## src/rtl/rv523_phase_gen.sv

```systemverilog
// rtl/rv523_phase_gen.sv - two-phase non-overlapping clock generator with run/step control
// Optional single-step support is enabled by defining PHASE_STEP_EN.
module rv523_phase_gen #(
  parameter int unsigned P1_LEN  = 2,
  parameter int unsigned P2_LEN  = 2,
  parameter int unsigned GAP_LEN = 1,
  parameter int unsigned CNT_W   = 16
) (
  input  logic             i_clk,
  input  logic             i_rst_n,
  input  logic             i_run,
  input  logic             i_step,
  output logic             o_phi1,
  output logic             o_nphi1,
  output logic             o_phi2,
  output logic             o_nphi2,
  output logic             o_busy,
  output logic             o_cyc_done,
  output logic [CNT_W-1:0] o_cyc_cnt
);

  localparam int unsigned MAX_LEN = (P1_LEN > P2_LEN) ?
                                    ((P1_LEN > GAP_LEN) ? P1_LEN : GAP_LEN) :
                                    ((P2_LEN > GAP_LEN) ? P2_LEN : GAP_LEN);
  localparam int unsigned DW = $clog2(MAX_LEN) + 1;

  typedef enum logic [2:0] {
    S_HALT = 3'd0,
    S_PH1  = 3'd1,
    S_GAP1 = 3'd2,
    S_PH2  = 3'd3,
    S_GAP2 = 3'd4
  } state_t;

  state_t           r_state;
  state_t           w_nstate;
  logic [DW-1:0]    r_dur;
  logic [DW-1:0]    w_ndur;
  logic             w_last;
  logic             w_go;
  logic             w_ndone;
  logic             r_phi1;
  logic             r_nphi1;
  logic             r_phi2;
  logic             r_nphi2;
  logic             r_busy;
  logic             r_cyc_done;
  logic [CNT_W-1:0] r_cyc_cnt;

`ifdef PHASE_STEP_EN
  logic r_step_d;

  always_ff @(posedge i_clk or negedge i_rst_n) begin
    if (!i_rst_n) r_step_d <= 1'b0;
    else          r_step_d <= i_step;
  end

  // Edges seen outside HALT are simply dropped by the FSM, so no queuing.
  assign w_go = i_run | (i_step & ~r_step_d);
`else
  logic w_unused_step;
  assign w_unused_step = i_step;
  assign w_go          = i_run;
`endif

  // r_dur holds the cycles remaining in the current state after this one.
  always_comb begin
    w_nstate = r_state;
    w_ndur   = r_dur;
    w_last   = (r_dur == '0);
    if (r_state != S_HALT && !w_last) w_ndur = r_dur - 1'b1;
    case (r_state)
      S_HALT: if (w_go) begin
        w_nstate = S_PH1;
        w_ndur   = DW'(P1_LEN - 1);
      end
      S_PH1: if (w_last) begin
        w_nstate = S_GAP1;
        w_ndur   = DW'(GAP_LEN - 1);
      end
      S_GAP1: if (w_last) begin
        w_nstate = S_PH2;
        w_ndur   = DW'(P2_LEN - 1);
      end
      S_PH2: if (w_last) begin
        w_nstate = S_GAP2;
        w_ndur   = DW'(GAP_LEN - 1);
      end
      S_GAP2: if (w_last) begin
        if (i_run) begin
          w_nstate = S_PH1;
          w_ndur   = DW'(P1_LEN - 1);
        end else begin
          w_nstate = S_HALT;
          w_ndur   = '0;
        end
      end
      default: begin
        w_nstate = S_HALT;
        w_ndur   = '0;
      end
    endcase
    w_ndone = (w_nstate == S_GAP2) && (w_ndur == '0);
  end

  always_ff @(posedge i_clk or negedge i_rst_n) begin
    if (!i_rst_n) begin
      r_state    <= S_HALT;
      r_dur      <= '0;
      r_phi1     <= 1'b0;
      r_nphi1    <= 1'b1;
      r_phi2     <= 1'b0;
      r_nphi2    <= 1'b1;
      r_busy     <= 1'b0;
      r_cyc_done <= 1'b0;
      r_cyc_cnt  <= '0;
    end else begin
      r_state    <= w_nstate;
      r_dur      <= w_ndur;
      r_phi1     <= (w_nstate == S_PH1);
      r_nphi1    <= (w_nstate != S_PH1);
      r_phi2     <= (w_nstate == S_PH2);
      r_nphi2    <= (w_nstate != S_PH2);
      r_busy     <= (w_nstate != S_HALT);
      r_cyc_done <= w_ndone;
      if (w_ndone) r_cyc_cnt <= r_cyc_cnt + CNT_W'(1);
    end
  end

  assign o_phi1     = r_phi1;
  assign o_nphi1    = r_nphi1;
  assign o_phi2     = r_phi2;
  assign o_nphi2    = r_nphi2;
  assign o_busy     = r_busy;
  assign o_cyc_done = r_cyc_done;
  assign o_cyc_cnt  = r_cyc_cnt;

endmodule
```

## config.mk

```make
export PLATFORM = sky130hd
export DESIGN_NAME = rv523_phase_gen
export DESIGN_NICKNAME = d
export VERILOG_FILES = /design/src/rtl/rv523_phase_gen.sv
export SDC_FILE = /design/constraint.sdc
export NUM_CORES = 1
export LEC_CHECK = 0
export ABC_AREA = 1
export CORE_UTILIZATION = 57
export DETAILED_ROUTE_END_ITERATION = 10
export PLACE_DENSITY = 0.83
export SLEW_MARGIN = 25
export SYNTH_ARGS = -nofsm -noshare
export SYNTH_HDL_FRONTEND = slang
export SYNTH_SLANG_ARGS = --single-unit
export TNS_END_PERCENT = 10
```

## constraint.sdc

```tcl
create_clock -name i_clk -period 3.65 [get_ports i_clk]
set_input_delay 0.73 -clock i_clk [delete_from_list [all_inputs] [get_ports i_clk]]
set_output_delay 0.73 -clock i_clk [all_outputs]
set_load 0.02 [all_outputs]
```

==> results.txt, run 1 <==
Status - completed
Port Buffers - 24
Final setup TNS - 0 ns
Setup crit end kind - output pin
Fin Clk Skew - 0.0129 ns
Static Leak - 0.925 nW
Area of the mapped netlist - 0.00162 sq mm
Final GP Congestion - 0.890
WP buf/inv - 1
Via count - 1472
Delay-heaviest family, CP - buffers and inverters
Root Driver - clkbuf_4
DRC viols - 0
Seq pwr share - 0.342
Setup Buffers After CTS - 0
CP Cell Sequence - clkdlybuf4s50_1
Most frequent cells in the layout - 45 x nand2_1, 32 x nand3_1, 28 x inv_1, 25 x dfrtp_1, 24 x clkdlybuf4s50_1
Slew Limit Fails - 0
Synthesis Warnings - 0
CTS tree - built
CTS Buf Count - 3
DP Area - 0.00186 sq mm
Main combinational cell family by area after synthesis - simple AND/OR/NAND/NOR gates
F_max - 462 MHz
Simple-gate share of the synthesized area - 0.312
I/O Pins - 26
Leading cell type in the layout, fill and taps excluded - nand2_1
CP Launch Type - flip-flop
Share of cells above drive strength 1 - 0.0905
Maximum vdd drop - 0.635 mV
Final core occ - 0.730
Mapped Cells - 207
Pint - 625 uW
Net Count, Synth - 213
Synth unique cells - 23
Clock Pin Slew Worst Setup and Hold Paths - 0.14 ns
Routed Antenna Nets - 0
Layout Nets - 239
Clock Tree Buf Depth - 2
CP max stage cell - clkdlybuf4s50_1
Setup ws final - 1.49 ns
Top-area cell type share of the netlist area - 0.385
Crit path kind - reg2out
Compound-Gate Fraction of Synth Area - 0.0955
Final Hold Slack - 0.647 ns
Met3 routed WL - 243 um
Pwr Total - 1.23 mW
RSZ-0062 raised after global routing - false
Syn-to-layout area delta - 16.5%
DP Wirelength - 2410 um
Final Instance Area - 0.00189 sq mm
Gate power share - 0.554
Via count of the first global-routing pass - 1381
Highest Signal Layer - met4
Clock power share - 0.104
Max-cap viol count - 0
Pre-Repair DR Iteration Count - 4
Syn_area_per_cell - 7.85 sq um
Sw frac - 0.494
Layout fillers - 198
GR Util All Layers - 0.237
FF+latch count, synth - 27
Number of flops mapped to enable cells by yosys - 0
Cell Rows - 18
Global-route wire length before repair - 5980 um
Dpl cells - 258
Synth Flop Type - dfrtp_1
CP Max Fanout - 1
Register area share after synthesis - 0.418
Synth area leader - dfrtp_1
DR vias/cell - 5.62
Crit path required time - 2.92 ns
Drt initial violations - 65
Grt ovf - 0
Clk Latency, worst-skew pair - 0.32 ns
Final setup fails - 0
HP Class - reg2reg
H-Tree Depth - 1
Die area - 0.00307 sq mm
Most area-consuming cells after synthesis - dfrtp_1 39%, nand2_1 10%, nand3_1 9.9%
Synth Area in XOR/XNOR - 0.0539
CP peak stage delay - 0.59 ns
Largest net degree at the start of global routing - 28
Multiplexer share of the synthesized area - 0
Pre-CTS setup slack - 1.36 ns
CTS-repair resized insts - 0
Tmin final - 2.16 ns
DR WL met2 - 1540 um
Post-synthesis adder-cell area fraction - 0.0154
Placeable Area - 0.00259 sq mm
Clock sinks - 27
Final Hold Viols - 0
NetSw - 610 uW
M1 WL - 1550 um
Worst Tran Pin Value - 0.474 ns
Post-cts hold buffer count - 0
Ant. Diodes - 0
Finished Layout Cells - 262
Asr flop ratio synth - 1.00
Wire length per cell - 12.8 um
Initial antenna violation count - 0
Initial Util - 0.627
Total wire length - 3360 um
PwrDens - 653 mW/mm^2
Chip height - 55.4 um
Die X - 55.4 um
Slew margin rel. - 0.681
Tcrit/Tclk final - 0.593
CP arrival - 1.43 ns
-- layout make-up --
cell class	instances	area [sq um]	area share
clock inverter	1	5.00	0.00265
tap	30	37.5	0.0198
clock buffer	3	22.5	0.0119
sequential	27	678	0.358
timing repair buffer	25	248	0.131
inverter	33	126	0.0668
multi-input combinational	143	774	0.409
-- cell usage after synthesis (3+ instances only) --
cell and n:
buf_6 4, nand2_1 45, inv_2 4, nor2_1 16, o21bai_1 16, inv_1 28, nand2_2 5, nand4_1 3
xor2_1 10, dfrtp_1 25, nor3_1 4, nand3_1 32
-- path summary, 6_finish.rpt --
path	from	end	slack, ns	cells past startpoint
max	o_nphi2	o_nphi2	1.49	1
min	o_cyc_cnt[0]	o_cyc_cnt[0]	0.65	3
max reg2reg	r_dur[0]	o_cyc_cnt[13]	1.82	9
min reg2reg	o_cyc_cnt[0]	o_cyc_cnt[0]	0.65	3
max in group asynchronous	i_rst_n	o_nphi2	2.58	2
min in group asynchronous	i_rst_n	o_cyc_cnt[7]	0.77	2
-- flip-flops by register name, indices dropped and copies added, names as in the netlist --
signal	count
o_busy	1
o_cyc_cnt	16
o_cyc_done	1
o_nphi1	1
o_nphi2	1
o_phi1	1
o_phi2	1
r_dur	2
r_state	3
-- cell families (layout without fill, tap and decap cells) --
family | count (synthesis) | after routing
xor gates and xnor gates | 10 | 10
buffers and inverters | 37 | 62
and+or+nand+nor | 109 | 109
AOI/OAI and AO/OA | 22 | 22
DFF | 27 | 27
adders and majority gates | 2 | 2
-- power by group through the flow --
| stage | logic (mW) | clock network (mW) | registers, mW |
|---|---|---|---|
| floorplan | 0.511 | 0 | 0.465 |
| global placement | 0.659 | 0 | 0.421 |
| detailed placement | 0.677 | 0 | 0.425 |
| CTS | 0.679 | 0.131 | 0.420 |
| global route | 0.750 | 0.144 | 0.431 |
| finish | 0.684 | 0.129 | 0.422 |
-- per-layer routing --
| layer | vias up | GRT usage |
|---|---|---|
| met2 | 60 | 0.384 |
| li1 | 712 | - |
| met4 | 0 | 0.0786 |
| met5 | - | 0 |
| met1 | 698 | 0.332 |
| met3 | 2 | 0.0258 |
(Power assumes the default switching activity.)
==> run 2: changes to the inputs <==
--- a/config.mk
+++ b/config.mk
@@ -6,9 +6,9 @@
 export NUM_CORES = 1
 export LEC_CHECK = 0
 export ABC_AREA = 1
-export CORE_UTILIZATION = 57
+export CORE_UTILIZATION = 48
 export DETAILED_ROUTE_END_ITERATION = 10
-export PLACE_DENSITY = 0.83
+export PLACE_DENSITY = 0.75
 export SLEW_MARGIN = 25
 export SYNTH_ARGS = -nofsm -noshare
 export SYNTH_HDL_FRONTEND = slang
==> constraint.sdc (replaced) <==
create_clock -name i_clk -period 1.8 [get_ports i_clk]
set_input_delay 0.36 -clock i_clk [delete_from_list [all_inputs] [get_ports i_clk]]
set_output_delay 0.36 -clock i_clk [all_outputs]
set_load 0.02 [all_outputs]
==> run 2 against run 1 <==
  * Setup slack worse by 1.4 ns
  * Die area is 18% higher
  * Via count is 2.6% lower
  * Highest routed layer unchanged
==> results.txt, run 2 (synthesis gave the netlist of run 1 again) <==
Status - completed
Final setup fails - 0
Largest net degree at the start of global routing - 28
Via count of the first global-routing pass - 1267
Clock Pin Slew Worst Setup and Hold Paths - 0.14 ns
Fin Clk Skew - 0.00597 ns
Clock power share - 0.096
Static Leak - 1.00 nW
CP Cell Sequence - clkdlybuf4s50_1
Ant. Diodes - 0
Tmin final - 1.73 ns
Final Hold Viols - 0
CTS Buf Count - 3
Crit path kind - reg2out
PwrDens - 1350 mW/mm^2
Pre-Repair DR Iteration Count - 4
WP buf/inv - 1
Die X - 60.2 um
Chip height - 60.2 um
Die area - 0.00362 sq mm
Layout Nets - 246
DP Wirelength - 2500 um
Global-route wire length before repair - 5610 um
Max reg flops - 16
Grt ovf - 0
Total wire length - 3340 um
Max-cap viol count - 0
Finished Layout Cells - 283
GR Util All Layers - 0.210
Slew Limit Fails - 0
Worst Tran Pin Value - 0.482 ns
Initial Util - 0.519
Pint - 1.41 mW
NetSw - 1.26 mW
Seq pwr share - 0.319
Placeable Area - 0.00313 sq mm
Slew margin rel. - 0.676
Cell Rows - 20
Clock sinks - 27
CP Max Fanout - 4
Final Instance Area - 0.00199 sq mm
I/O Pins - 26
Tcrit/Tclk final - 0.962
Pwr Total - 2.68 mW
Syn-to-layout area delta - 22.3%
H-Tree Depth - 1
Dpl cells - 279
Initial antenna violation count - 0
Drt initial violations - 58
Leading cell type in the layout, fill and taps excluded - nand2_1
Routed Antenna Nets - 0
Clk Latency, worst-skew pair - 0.32 ns
DRC viols - 0
CP peak stage delay - 0.62 ns
CTS tree - built
HP Class - in2async
Maximum vdd drop - 0.721 mV
F_max - 578 MHz
Share of cells above drive strength 1 - 0.126
CP max stage cell - clkdlybuf4s50_1
Final GP Congestion - 0.878
Clock Tree Buf Depth - 2
Post-cts hold buffer count - 0
Setup crit end kind - output pin
Delay-heaviest family, CP - buffers and inverters
DR vias/cell - 5.07
Gate power share - 0.585
Wire length per cell - 11.8 um
Sw frac - 0.473
CP Launch Type - flip-flop
Via count - 1434
RSZ-0062 raised after global routing - false
DP Area - 0.00195 sq mm
CP arrival - 1.37 ns
Root Driver - clkbuf_4
Port Buffers - 24
Most frequent cells in the layout - 45 x nand2_1, 32 x nand3_1, 26 x inv_1, 25 x dfrtp_1, 19 x clkdlybuf4s50_1
Crit path required time - 1.44 ns
run 2: layer usage:
layer | vias up | global-route usage | wire, um
met4 | 0 | 0.0963 | 73
met1 | 648 | 0.298 | 1610
li1 | 728 | - | -
met5 | - | 0 | 0
met2 | 50 | 0.319 | 1470
met3 | 8 | 0.0238 | 191
run 2: per-stage QoR:
stage                     hold WS (ns)  setup TNS (ns)   util  setup slack [ns]
after floorplan                 0.0644               0      -             0.244
after global placement           0.598        -0.00717  0.622          -0.00717
after detailed placement         0.613          -0.471  0.622           -0.0452
after CTS                        0.397               0  0.630           0.00947
after global routing             0.415               0  0.635           0.00596
final                            0.395               0  0.635            0.0688
run 2: what timing repair did:
action,CTS,global route
setup endpoints to repair,3,18
buffers inserted,0,0
resized for setup,3,6
run 2: path summary, 6_finish.rpt:
path | start | endpoint | slack [ns] | cells after the start
worst max-delay path | o_cyc_cnt[10] | o_cyc_cnt[10] | 0.07 | 1
min in group i_clk | o_cyc_cnt[0] | o_cyc_cnt[0] | 0.64 | 3
worst min-delay path | i_rst_n | o_cyc_cnt[8] | 0.39 | 2
worst min register to register | o_cyc_cnt[0] | o_cyc_cnt[0] | 0.64 | 3
worst max register to register | r_dur[0] | o_cyc_cnt[3] | 0.16 | 10
max in group asynchronous | i_rst_n | o_nphi2 | 1.11 | 2
run 2: power groups by stage:
stage                     clock network [mW]  logic (mW)  registers [mW]
after CTS                              0.271        1.54           0.851
final                                  0.257        1.57           0.853
after global routing                   0.286        1.73           0.874
after detailed placement                   0        1.54           0.863
after global placement                     0        1.52           0.855
after floorplan                            0        1.04           0.943
run 2: area by class of cell:
| cell class | count | area (sq um) |
|---|---|---|
| Timing Repair Buffer | 32 | 314 |
| Multi-Input combinational cell | 143 | 787 |
| Clock buffer | 4 | 26.3 |
| Sequential cell | 27 | 678 |
| Fill cell | 280 | 1140 |
| Inverter | 33 | 126 |
| Tap cell | 44 | 55.1 |
==> run 3: changes to the inputs <==
--- a/config.mk
+++ b/config.mk
@@ -6,6 +6,8 @@
 export NUM_CORES = 1
 export LEC_CHECK = 0
 export ABC_AREA = 1
+export CAP_MARGIN = 25
+export CORE_MARGIN = 3
 export CORE_UTILIZATION = 48
 export DETAILED_ROUTE_END_ITERATION = 10
 export PLACE_DENSITY = 0.75
==> run 3 against run 2 <==
  * Largest power group unchanged
  * Fmax is 0.41% higher
  * Utilization fell by 0.40 points
  * Critical path type unchanged
  * Final area down 0.63%
  * Power is 0.95% lower
  * Highest routed layer unchanged
  * Cell count is 0.71% lower
  * First-iteration DRC count grew 5.2%
  * Die area is 14% higher
==> results.txt, run 3 (synthesis gave the netlist of run 1 again) <==
Tmin final - 1.72 ns
Static Leak - 1.01 nW
Slew margin rel. - 0.654
CP arrival - 1.36 ns
Most frequent cells in the layout - 45 x nand2_1, 32 x nand3_1, 26 x inv_1, 25 x dfrtp_1, 18 x clkdlybuf4s50_1
Initial Util - 0.519
Fin Clk Skew - 0.00192 ns
RR Startpoint - r_state[1]
CTS tree - built
Leading cell type in the layout, fill and taps excluded - nand2_1
Grt ovf - 0
Final Hold Viols - 0
DRC viols - 0
Status - completed
Pint - 1.40 mW
Slew Limit Fails - 0
DR vias/cell - 5.04
End of the worst register-to-register path - o_cyc_cnt[12]
Routed Antenna Nets - 0
Die area - 0.00412 sq mm
RSZ-0062 raised after global routing - false
Worst setup path endpoint - o_cyc_cnt[10]
DP Wirelength - 2530 um
CP Max Fanout - 4
Syn-to-layout area delta - 21.6%
Worst Tran Pin Value - 0.515 ns
Delay-heaviest family, CP - buffers and inverters
Pre-Repair DR Iteration Count - 5
Via count of the first global-routing pass - 1273
Setup crit end kind - output pin
Max-cap viol count - 0
Worst Reg2Reg Path Length in Cells - 9
CP Launch Type - flip-flop
NetSw - 1.25 mW
Largest net degree at the start of global routing - 28
Final setup fails - 0
Seq pwr share - 0.322
F_max - 580 MHz
Initial antenna violation count - 0
Via count - 1415
CP max stage cell - clkdlybuf4s50_1
Layout fillers - 273
Placeable Area - 0.00313 sq mm
Area of the multi-input gates - 787 sq um
I/O Pins - 26
Ant. Diodes - 0
Maximum vdd drop - 0.690 mV
Crit. Startpoint - o_cyc_cnt[10]
Pwr Total - 2.65 mW
Clock Pin Slew Worst Setup and Hold Paths - 0.14 ns
FF-to-FF setup slack - 0.18 ns
Max reg flops - 16
Sw frac - 0.472
Clk Latency, worst-skew pair - 0.32 ns
Global-route wire length before repair - 5820 um
Gate power share - 0.581
Met3 routed WL - 244 um
CP Cell Sequence - clkdlybuf4s50_1
Crit path required time - 1.44 ns
Register area - 678 sq um
Crit path depth - 1
PwrDens - 1340 mW/mm^2
Total wire length - 3370 um
M1 WL - 1570 um
Chip height - 64.2 um
Tcrit/Tclk final - 0.958
Share of cells above drive strength 1 - 0.118
Wire length per cell - 12.0 um
H-Tree Depth - 1
Port Buffers - 24
Final Instance Area - 0.00197 sq mm
GR Util All Layers - 0.177
Clock sinks - 27
Clock power share - 0.098
Clock Tree Buf Depth - 2
Root Driver - clkbuf_4
Post-cts hold buffer count - 0
HP Class - in2async
Final GP Congestion - 0.836
CP peak stage delay - 0.62 ns
DR WL met2 - 1520 um
Crit path kind - reg2out
Highest Signal Layer - met4
Die X - 64.2 um
WP buf/inv - 1
Cell Rows - 20
DP Area - 0.00193 sq mm
Drt initial violations - 61
CTS Buf Count - 3
Layout Nets - 244
-- run 3: per-layer routing --
metal  GRT usage  vias to the layer above
met5           0                        -
met4      0.0475                        0
met3      0.0228                        5
met2       0.281                       61
met1       0.254                      625
li1            -                      724
-- run 3: per-stage QoR --
stage               utilization  std cells  hold slack, ns  worst slack, ns  TNS, ns
CTS                       0.625        281           0.395           0.0173        0
global route              0.631        281           0.405          0.00479        0
global placement          0.618        277           0.601          -0.0104  -0.0173
floorplan                     -        207          0.0644            0.244        0
detailed placement        0.618        277           0.610          -0.0473   -0.328
finish                    0.631        281           0.386           0.0759        0
-- run 3: power by group through the flow --
stage / sequential, mW / combinational (mW) / clock [mW]
finish: 0.853 / 1.54 / 0.259
floorplan: 0.943 / 1.04 / 0
detailed placement: 0.864 / 1.53 / 0
global route: 0.871 / 1.72 / 0.298
global placement: 0.855 / 1.50 / 0
CTS: 0.852 / 1.52 / 0.269
-- run 3: final cells by class --
class,count,area share
clock buffers,4,0.0133
multi-input cells,143,0.399
well taps,44,0.0279
repair buffers,30,0.153
inverters,33,0.0640
flip-flops and latches,27,0.343
-- run 3: timing repair --
action | in CTS | in global routing
setup buffers | 0 | 0
setup endpoints to repair | 3 | 19
cloned | 0 | 0
resized for setup | 3 | 7
-- run 3: worst min path at each step --
| stage | start | to | slack, ns | depth (start not counted) |
|---|---|---|---|---|
| 2_1_floorplan | i_rst_n | o_busy | 0.06 | 0 |
| 3_3_place_gp | o_cyc_cnt[0] | o_cyc_cnt[0] | 0.60 | 3 |
| 3_5_place_dp | o_cyc_cnt[0] | o_cyc_cnt[0] | 0.61 | 3 |
| 4_1_cts | i_rst_n | o_cyc_cnt[9] | 0.40 | 2 |
| 5_1_grt | i_rst_n | o_cyc_cnt[9] | 0.40 | 2 |
| 6_report | i_rst_n | o_busy | 0.39 | 2 |
